<file path="config.mk">
export PLATFORM = sky130hd
export DESIGN_NAME = stopwatch_ctrl
export DESIGN_NICKNAME = d
export VERILOG_FILES = /design/src/rtl/stopwatch_pkg.sv /design/src/rtl/stopwatch_bcd_digit.sv /design/src/rtl/stopwatch_ctrl.sv
export SDC_FILE = /design/constraint.sdc
export NUM_CORES = 1
export LEC_CHECK = 0
export CAP_MARGIN = 20
export CORE_MARGIN = 3
export CORE_UTILIZATION = 40
export CTS_CLUSTER_DIAMETER = 40
export DETAILED_ROUTE_END_ITERATION = 12
export PLACE_DENSITY = 0.71
export SYNTH_ARGS = -nofsm -noshare
export SYNTH_HDL_FRONTEND = slang
export SYNTH_SLANG_ARGS = --single-unit
</file>
<file path="constraint.sdc">
create_clock -name clk -period 4.3 [get_ports clk]
set_input_delay 1.075 -clock clk [delete_from_list [all_inputs] [get_ports clk]]
set_output_delay 1.075 -clock clk [all_outputs]
set_load 0.005 [all_outputs]
</file>
<file path="src/rtl/stopwatch_pkg.sv">
// Shared definitions for the stopwatch core: FSM state encoding, BCD digit
// limits and the single-digit decade increment.
package stopwatch_pkg;

   typedef enum logic [1:0] {
      ST_IDLE  = 2'd0,
      ST_RUN   = 2'd1,
      ST_PAUSE = 2'd2,
      ST_LAP   = 2'd3
   } state_e;

   localparam logic [3:0] BCD_MAX  = 4'd9;
   localparam logic [3:0] BCD_ZERO = 4'd0;

   function automatic logic [3:0] bcd_inc(input logic [3:0] v);
      logic [3:0] r;
      if (v >= BCD_MAX) begin
         r = BCD_ZERO;
      end else begin
         r = v + 4'd1;
      end
      return r;
   endfunction

endpackage

</file>
<file path="src/rtl/stopwatch_bcd_digit.sv">
// One decade stage of the stopwatch: counts 0..9 when enabled and flags a
// carry when it is about to wrap.
module bcd_digit
   import stopwatch_pkg::*;
(
   input  logic       clk,
   input  logic       rst,
   input  logic       clr,
   input  logic       en,
   output logic [3:0] q,
   output logic       carry
);

   logic [3:0] q_q;
   logic [3:0] q_d;

   always_comb begin
      q_d = q_q;
      if (clr) begin
         q_d = BCD_ZERO;
      end else if (en) begin
         q_d = bcd_inc(q_q);
      end else begin
         q_d = q_q;
      end
   end

   always_ff @(posedge clk) begin
      if (rst) begin
         q_q <= BCD_ZERO;
      end else begin
         q_q <= q_d;
      end
   end

   assign q     = q_q;
   assign carry = en && (q_q == BCD_MAX);

endmodule

</file>
<file path="src/rtl/stopwatch_ctrl.sv">
// Stopwatch sequencer: prescaler, cascaded decade digits, start/stop/lap/clear
// FSM and the live/lap display mux.
module stopwatch_ctrl
   import stopwatch_pkg::*;
#(
   parameter int DIGITS   = 4,
   parameter int TICK_DIV = 10
) (
   input  logic                  clk,
   input  logic                  rst,
   input  logic                  start_stop,
   input  logic                  lap,
   input  logic                  clear,
   output logic [4*DIGITS-1:0]   bcd_out,
   output logic                  running,
   output logic                  lap_active,
   output logic                  tick,
   output logic                  overflow
);

   localparam int PW = (TICK_DIV > 1) ? $clog2(TICK_DIV) : 1;
   localparam logic [PW-1:0] PRE_LAST = PW'(TICK_DIV - 1);

   state_e              state_q, state_d;
   logic [PW-1:0]       pre_q, pre_d;
   logic [4*DIGITS-1:0] snap_q, snap_d;
   logic                ovf_q, ovf_d;

   logic [4*DIGITS-1:0] live;
   logic [DIGITS-1:0]   en;
   logic [DIGITS-1:0]   carry;
   logic                counting;
   logic                tick_int;
   logic                wrap;
   logic                lower_nine;
   logic                ss_cmd;
   logic                lap_cmd;

   for (genvar i = 0; i < DIGITS; i++) begin : g_digit
      bcd_digit u_digit (
         .clk   (clk),
         .rst   (rst),
         .clr   (clear),
         .en    (en[i]),
         .q     (live[4*i +: 4]),
         .carry (carry[i])
      );
   end

   // A digit advances on a tick only when every lower digit is at 9.
   always_comb begin
      counting   = (state_q == ST_RUN) || (state_q == ST_LAP);
      tick_int   = counting && (pre_q == PRE_LAST);
      lower_nine = 1'b1;
      for (int i = 0; i < DIGITS; i++) begin
         en[i]      = tick_int && lower_nine;
         lower_nine = lower_nine && (live[4*i +: 4] == BCD_MAX);
      end
   end

   assign wrap = &carry;

   always_comb begin
      ss_cmd  = start_stop && !clear;
      lap_cmd = lap && !clear && !start_stop;
      state_d = state_q;
      pre_d   = pre_q;
      snap_d  = snap_q;
      ovf_d   = ovf_q;
      if (clear) begin
         state_d = ST_IDLE;
         pre_d   = '0;
         snap_d  = '0;
         ovf_d   = 1'b0;
      end else begin
         if (tick_int) begin
            pre_d = '0;
         end else if (counting) begin
            pre_d = pre_q + PW'(1);
         end else begin
            pre_d = pre_q;
         end
         if (wrap) begin
            ovf_d = 1'b1;
         end else begin
            ovf_d = ovf_q;
         end
         case (state_q)
            ST_IDLE: begin
               if (ss_cmd) state_d = ST_RUN;
               else        state_d = ST_IDLE;
            end
            ST_RUN: begin
               if (ss_cmd) begin
                  state_d = ST_PAUSE;
               end else if (lap_cmd) begin
                  state_d = ST_LAP;
                  snap_d  = live;  // pre-increment value, even on a tick edge
               end else begin
                  state_d = ST_RUN;
               end
            end
            ST_PAUSE: begin
               if (ss_cmd) state_d = ST_RUN;
               else        state_d = ST_PAUSE;
            end
            ST_LAP: begin
               if (ss_cmd)       state_d = ST_PAUSE;
               else if (lap_cmd) state_d = ST_RUN;
               else              state_d = ST_LAP;
            end
            default: state_d = ST_IDLE;
         endcase
      end
   end

   always_ff @(posedge clk) begin
      if (rst) begin
         state_q <= ST_IDLE;
         pre_q   <= '0;
         snap_q  <= '0;
         ovf_q   <= 1'b0;
      end else begin
         state_q <= state_d;
         pre_q   <= pre_d;
         snap_q  <= snap_d;
         ovf_q   <= ovf_d;
      end
   end

   assign bcd_out    = (state_q == ST_LAP) ? snap_q : live;
   assign running    = counting;
   assign lap_active = (state_q == ST_LAP);
   assign tick       = tick_int;
   assign overflow   = ovf_q;

endmodule

</file>
==> results of run 1 <==
layout make-up:
class	instances	area [um2]
fill	473	2351
inverter	13	48.80
timing repair buffer	25	247.7
tap	67	83.83
clock buffer	6	82.58
clock inverter	2	35.03
multi-input combinational	157	1125
sequential	39	780.7
cells by family after synthesis:
| family | share of synthesized area |
|---|---|
| AOI/OAI and AO/OA | 0.09377 |
| adders and majority gates | 0.08811 |
| and+or+nand+nor | 0.2152 |
| buffers and inverters | 0.04468 |
| xor gates and xnor gates | 0.03524 |
| muxes | 0.1303 |
| DFF | 0.3927 |
layout by cell type, fill, tap and decap left out, drive strengths merged, types with 2 or more instances in the layout:
| cell | n |
|---|---|
| o21ai | 12 |
| dfxtp | 39 |
| xnor2 | 4 |
| mux2i | 18 |
| mux2 | 7 |
| nand4 | 3 |
| a41oi | 4 |
| or3b | 3 |
| or2 | 2 |
| clkinv | 2 |
| clkbuf | 6 |
| xor2 | 4 |
| a211oi | 3 |
| nand2 | 19 |
| nand3 | 3 |
| nor2 | 36 |
| a21oi | 5 |
| nor4 | 2 |
| inv | 12 |
| nand3b | 4 |
| ha | 14 |
| clkdlybuf4s50 | 24 |
| nand2b | 4 |
cell usage after synthesis, types with 2 or more instances:
master	instances	area share
sky130_fd_sc_hd__nand3b_1	3	0.011
sky130_fd_sc_hd__or2_2	2	0.0063
sky130_fd_sc_hd__xnor2_1	4	0.018
sky130_fd_sc_hd__nand4_1	3	0.0094
sky130_fd_sc_hd__dfxtp_1	39	0.39
sky130_fd_sc_hd__o21ai_0	12	0.030
sky130_fd_sc_hd__buf_2	2	0.0050
sky130_fd_sc_hd__xor2_1	4	0.018
sky130_fd_sc_hd__inv_1	12	0.023
sky130_fd_sc_hd__clkbuf_1	5	0.0094
sky130_fd_sc_hd__nand2b_1	4	0.013
sky130_fd_sc_hd__nor2_1	36	0.068
sky130_fd_sc_hd__nand3_1	3	0.0075
sky130_fd_sc_hd__mux2_2	7	0.040
sky130_fd_sc_hd__or3b_2	3	0.013
sky130_fd_sc_hd__a21oi_1	5	0.013
sky130_fd_sc_hd__nand2_1	18	0.034
sky130_fd_sc_hd__mux2i_1	18	0.091
sky130_fd_sc_hd__a211oi_1	3	0.011
sky130_fd_sc_hd__ha_1	14	0.088
sky130_fd_sc_hd__a41oi_1	4	0.018
metal layers:
layer	part of all wire	wire, um	global-route usage	up-vias
li1	-	-	-	792
met1	0.51	1902	0.1864	684
met2	0.44	1631	0.1986	24
met3	0.028	105	0.02482	8
met4	0.023	87	0.07065	0
met5	0	0	0	-
flip-flops by register name, summed over array words and instances (netlist names):
name,count
g_digit.u_digit.q,16
overflow,1
pre_q,4
snap_q,16
state_q,2
power by group:
group / switching, mW / internal (mW)
clock network: 0.127 / 0.188
logic: 0.0116 / 0.00906
registers: 0.00268 / 0.362
total: 0.141 / 0.559
worst max-delay path, cell delays in order, from the launching register on:
cell                              delay [ns]
sky130_fd_sc_hd__dfxtp_1                0.46
sky130_fd_sc_hd__nand2_2                0.24
sky130_fd_sc_hd__clkinv_1               0.43
sky130_fd_sc_hd__o21ai_0                0.30
sky130_fd_sc_hd__clkdlybuf4s50_1        0.54
final timing paths:
| check | from | endpoint | slack (ns) |
|---|---|---|---|
| setup / recovery | state_q[0]$_SDFF_PP0_ | bcd_out[12] | 0.97 |
| hold / removal | snap_q[6]$_SDFFE_PP0P_ | snap_q[6]$_SDFFE_PP0P_ | 0.49 |
| setup reg to reg | state_q[0]$_SDFF_PP0_ | g_digit[2].u_digit.q[0]$_SDFFE_PP0P_ | 2.38 |
| hold reg to reg | snap_q[6]$_SDFFE_PP0P_ | snap_q[6]$_SDFFE_PP0P_ | 0.49 |
==> Flow_metrics.wiki, run 1 <==
{| class="wikitable"
! Metric !! Value
|-
| Grt total ovfl || 0
|-
| Gr usage total || 0.1348
|-
| Number of enable flip-flop cells after synthesis || 0
|-
| Path type of the worst min-delay path || reg2reg
|-
| Drt pass-1 iters || 4
|-
| Worst path setup slack after routing || 0.9663 ns
|-
| Final Non-Filler Cells || 309
|-
| Maximum fanout encountered on the critical timing path || 19
|-
| DIE WIDTH || 76.50 um
|-
| RSZ-0062 raised after global routing || no
|-
| Clock Sink Count || 39
|-
| Final-report hold violation count || 0
|-
| Worst setup timing slack at the placement stage || 1.249 ns
|-
| Vias per std cell || 4.880
|-
| CP startpoint kind || register
|-
| Number of warnings reported in the yosys synthesis log || 0
|-
| Placed cells || 301
|-
| Synthesized instance count || 217
|-
| Tmin final || 3.334 ns
|-
| TritonCTS clock tree || built
|-
| Flip-flop and latch count after synthesis || 39
|-
| Power Density || 291.3 mW/mm2
|-
| Final period util || 0.7753
|-
| Slew at the pin closest to its max-slew limit || 0.6131 ns
|-
| Layout cells sized above 1 || 0.1116
|-
| Post-detailed-placement half-perimeter wirelength || 2664 um
|-
| Critical path data arrival time || 2.26 ns
|-
| Area of the core || 0.004755 mm2
|-
| Die outline area || 0.005852 mm2
|-
| Post-Route Utilization || 0.5055
|-
| Number of placed I/O pins || 25
|-
| Predominant post-synthesis flop cell || sky130_fd_sc_hd__dfxtp_1
|-
| Fin Clk Skew || 0.006757 ns
|-
| Maximum ir drop on the vdd rail || 0.1703 mV
|-
| Max-capacitance violation count || 0
|-
| Number of resized instances in the post-cts repair step || 0
|-
| Count of final setup violators || 0
|-
| Final instance area || 0.002404 mm2
|-
| Number of different library cells in the post-synthesis netlist || 37
|-
| Max Root-Sink Buffers || 2
|-
| Global-route wire length before repair || 6299 um
|-
| Standby leakage power || 0.9146 nW
|-
| Sequential area share after synthesis || 0.3927
|-
| Number of buffers added by the clock tree synthesis step || 5
|-
| Outcome || completed
|-
| Syn-to-layout area delta || 20.89%
|-
| Endpoint required time on the critical path || 3.22 ns
|-
| Clock latency at the later pin of the worst-skew pair || 0.29 ns
|-
| Syn Area/Cell || 9.162 um2
|-
| Number of pins with negative max-slew slack in the final report || 0
|-
| Vias in the first global route || 1330
|-
| RD Place Congestion || 0.7186
|-
| Initial Util || 0.4182
|-
| Post-synth ARST share || 0
|-
| Sum of internal, switching and leakage power || 0.7001 mW
|-
| Total negative setup slack || 0 ns
|-
| # diodes || 0
|-
| Type of element capturing the critical path || output port
|-
| Detailed-route DRC error count || 0
|-
| Final wirelength || 3726 um
|-
| Worst Setup Path Type || reg2out
|-
| Post-synth net total || 236
|-
| Setup bufs post-CTS || 0
|-
| Reg clk slew, reported paths || 0.07 ns
|-
| Root Driver || sky130_fd_sc_hd__clkbuf_8
|-
| Level count of the clock H-tree || 2
|-
| Max-slew headroom || 0.5881
|-
| Cells on worst reg2reg path || 4
|-
| Port buffer count || 24
|-
| Floorplan die height || 76.50 um
|-
| Total of hold buffers inserted after clock tree synthesis || 0
|-
| Count of cells along the worst hold path || 2
|-
| Row cnt || 25
|-
| Netlist area before placement || 0.001988 mm2
|-
| Routed WL per cell || 12.06 um
|-
| Post-Route Hold Slack || 0.4941 ns
|-
| Placed Area || 0.002286 mm2
|-
| Total Nets Final || 260
|-
| DR vias || 1508
|-
| Number of nets still failing antenna checks after routing || 0
|-
| Maximum operating frequency || 300.0 MHz
|-
| Antenna violations before repair || 0
|-
| Maximum number of pins on one net before global-route repair || 31
|-
| Count of routing violations after the opening detailed-route iteration || 94
|}
Power figures use the tool's default switching activity.
==> inputs of run 2 (changes only) <==
clock period = 3.07 ns   (was 4.3 ns; I/O delays follow)
==> Flow_metrics.wiki, run 2 (synthesis gave the netlist of run 1 again) <==
{| class="wikitable"
! Metric !! Value
|-
| Row cnt || 25 (unchanged)
|-
| Grt total ovfl || 0 (unchanged)
|-
| Floorplan die height || 76.50 um (unchanged)
|-
| Number of pins with negative max-slew slack in the final report || 0 (unchanged)
|-
| Layout cells sized above 1 || 0.1193 (was 0.1116)
|-
| Initial Util || 0.4182 (unchanged)
|-
| Most common library cell in the layout ignoring fill and taps || sky130_fd_sc_hd__dfxtp_1 (unchanged)
|-
| DR vias || 1512 (was 1508)
|-
| RSZ-0062 raised after global routing || no (unchanged)
|-
| Max-capacitance violation count || 0 (unchanged)
|-
| Number of nets still failing antenna checks after routing || 0 (unchanged)
|-
| Outcome || completed (unchanged)
|-
| Antenna violations before repair || 0 (unchanged)
|-
| Worst Setup Path Type || reg2out (unchanged)
|-
| DIE WIDTH || 76.50 um (unchanged)
|-
| Final period util || 0.8759
|-
| Drt pass-1 iters || 4 (unchanged)
|-
| Number of placed I/O pins || 25 (unchanged)
|-
| Die outline area || 0.005852 mm2 (unchanged)
|-
| Maximum number of pins on one net before global-route repair || 31 (unchanged)
|-
| Clock latency at the later pin of the worst-skew pair || 0.30 ns (was 0.29 ns)
|-
| Total Nets Final || 261 (was 260)
|-
| Routed WL per cell || 12.85 um (was 12.06 um)
|-
| Detailed-route DRC error count || 0 (unchanged)
|-
| Area of the core || 0.004755 mm2 (unchanged)
|-
| Tmin final || 2.689 ns
|-
| Vias in the first global route || 1422 (was 1330)
|-
| Number of buffers added by the clock tree synthesis step || 5 (unchanged)
|-
| Maximum fanout encountered on the critical timing path || 19 (unchanged)
|-
| Worst setup timing slack at the placement stage || 0.5404 ns (was 1.249 ns)
|-
| Port buffer count || 24 (unchanged)
|-
| Slew at the pin closest to its max-slew limit || 0.5875 ns (was 0.6131 ns)
|-
| Top library cells by usage in the layout, fill and taps aside || 39 x sky130_fd_sc_hd__dfxtp_1, 36 x sky130_fd_sc_hd__nor2_1, 24 x sky130_fd_sc_hd__clkdlybuf4s50_1 (unchanged)
|-
| Maximum ir drop on the vdd rail || 0.3041 mV (was 0.1703 mV)
|-
| Setup bufs post-CTS || 0 (unchanged)
|-
| Clock Sink Count || 39 (unchanged)
|-
| # diodes || 0 (unchanged)
|-
| RD Place Congestion || 0.7235 (was 0.7186)
|-
| Gr usage total || 0.1406 (was 0.1348)
|-
| Worst path setup slack after routing || 0.3808 ns (was 0.9663 ns)
|-
| Max-slew headroom || 0.6053 (was 0.5881)
|-
| Total negative setup slack || 0 ns (unchanged)
|-
| Root Driver || sky130_fd_sc_hd__clkbuf_8 (unchanged)
|-
| Number of resized instances in the post-cts repair step || 0 (unchanged)
|-
| Global-route wire length before repair || 6603 um (was 6299 um)
|-
| Type of element capturing the critical path || output port (unchanged)
|-
| Final-report hold violation count || 0 (unchanged)
|-
| Syn-to-layout area delta || 22.40% (was 20.89%)
|-
| Post-Route Utilization || 0.5118 (was 0.5055)
|-
| Standby leakage power || 0.9204 nW (was 0.9146 nW)
|-
| Final wirelength || 3984 um (was 3726 um)
|-
| Count of routing violations after the opening detailed-route iteration || 94 (unchanged)
|-
| Path type of the worst min-delay path || reg2reg (unchanged)
|-
| Power Density || 438.1 mW/mm2 (was 291.3 mW/mm2)
|-
| Max Root-Sink Buffers || 2 (unchanged)
|-
| Sum of internal, switching and leakage power || 1.066 mW (was 0.7001 mW)
|-
| Count of final setup violators || 0 (unchanged)
|-
| Reg clk slew, reported paths || 0.08 ns (was 0.07 ns)
|-
| Level count of the clock H-tree || 2 (unchanged)
|-
| Post-detailed-placement half-perimeter wirelength || 2667 um (was 2664 um)
|-
| Vias per std cell || 4.877 (was 4.880)
|-
| Maximum operating frequency || 371.9 MHz
|-
| Fin Clk Skew || 0.01052 ns (was 0.006757 ns)
|-
| Endpoint required time on the critical path || 2.30 ns (was 3.22 ns)
|-
| Critical path data arrival time || 1.92 ns (was 2.26 ns)
|-
| Total of hold buffers inserted after clock tree synthesis || 0 (unchanged)
|-
| CP startpoint kind || register (unchanged)
|-
| TritonCTS clock tree || built (unchanged)
|}
-- run 2: cell count changes in the layout (fill, tap and decap cells not counted), sizes merged --
| cell | change |
|---|---|
| clkinv | -2 |
| bufinv | +1 |
| clkbuf | -1 |
| buf | +1 |
| clkinvlp | +2 |
-- run 2: layer usage --
| layer | track usage | wire length (um) | vias to the layer above |
|---|---|---|---|
| li1 | - | - | 793 |
| met1 | 0.1738 | 1929 | 691 |
| met2 | 0.2311 | 1892 | 23 |
| met3 | 0.04019 | 115 | 5 |
| met4 | 0.05435 | 46 | 0 |
| met5 | 0 | 0 | - |
-- run 2: path summary, 6_finish.rpt --
| path | from | endpoint | slack [ns] | depth (start not counted) |
|---|---|---|---|---|
| setup / recovery | state_q[1]$_SDFF_PP0_ | bcd_out[0] | 0.38 | 4 |
| setup reg to reg | g_digit[1].u_digit.q[1]$_SDFFE_PP0P_ | g_digit[1].u_digit.q[0]$_SDFFE_PP0P_ | 1.14 | 6 |
| hold reg to reg | snap_q[6]$_SDFFE_PP0P_ | snap_q[6]$_SDFFE_PP0P_ | 0.50 | 2 |
| hold / removal | snap_q[6]$_SDFFE_PP0P_ | snap_q[6]$_SDFFE_PP0P_ | 0.50 | 2 |
-- run 2: final cells by class --
type / count / area, um2
Tap cell: 67 / 83.83
Inverter: 13 / 52.55
Sequential cell: 39 / 780.7
Clock buffer: 5 / 68.82
Timing Repair Buffer: 26 / 255.2
Fill cell: 449 / 2321
Clock inverter: 3 / 67.56
Multi-Input combinational cell: 157 / 1125
-- run 2: worst max-delay path: stages, from the launching register on --
cell                              delay (ns)
sky130_fd_sc_hd__dfxtp_1                0.34
sky130_fd_sc_hd__nand2_2                0.20
sky130_fd_sc_hd__clkinvlp_4             0.32
sky130_fd_sc_hd__o21ai_0                0.24
sky130_fd_sc_hd__clkdlybuf4s50_1        0.53
-- run 2: metrics by stage --
stage	std cells	hold WS (ns)	cell area, um2
2_1_floorplan	217	0.4561	1988
3_3_place_gp	302	0.4598	2293
3_5_place_dp	302	0.4822	2293
4_1_cts	310	0.5020	2430
5_1_grt	310	0.5234	2434
6_report	310	0.4984	2434
-- run 2: where the power goes --
group / internal (mW) / total (mW) / switching [mW]
Sequential: 0.507 / 0.508 / 0.00149
Clock: 0.324 / 0.525 / 0.201
Combinational: 0.0136 / 0.0325 / 0.0189
Total: 0.845 / 1.07 / 0.221
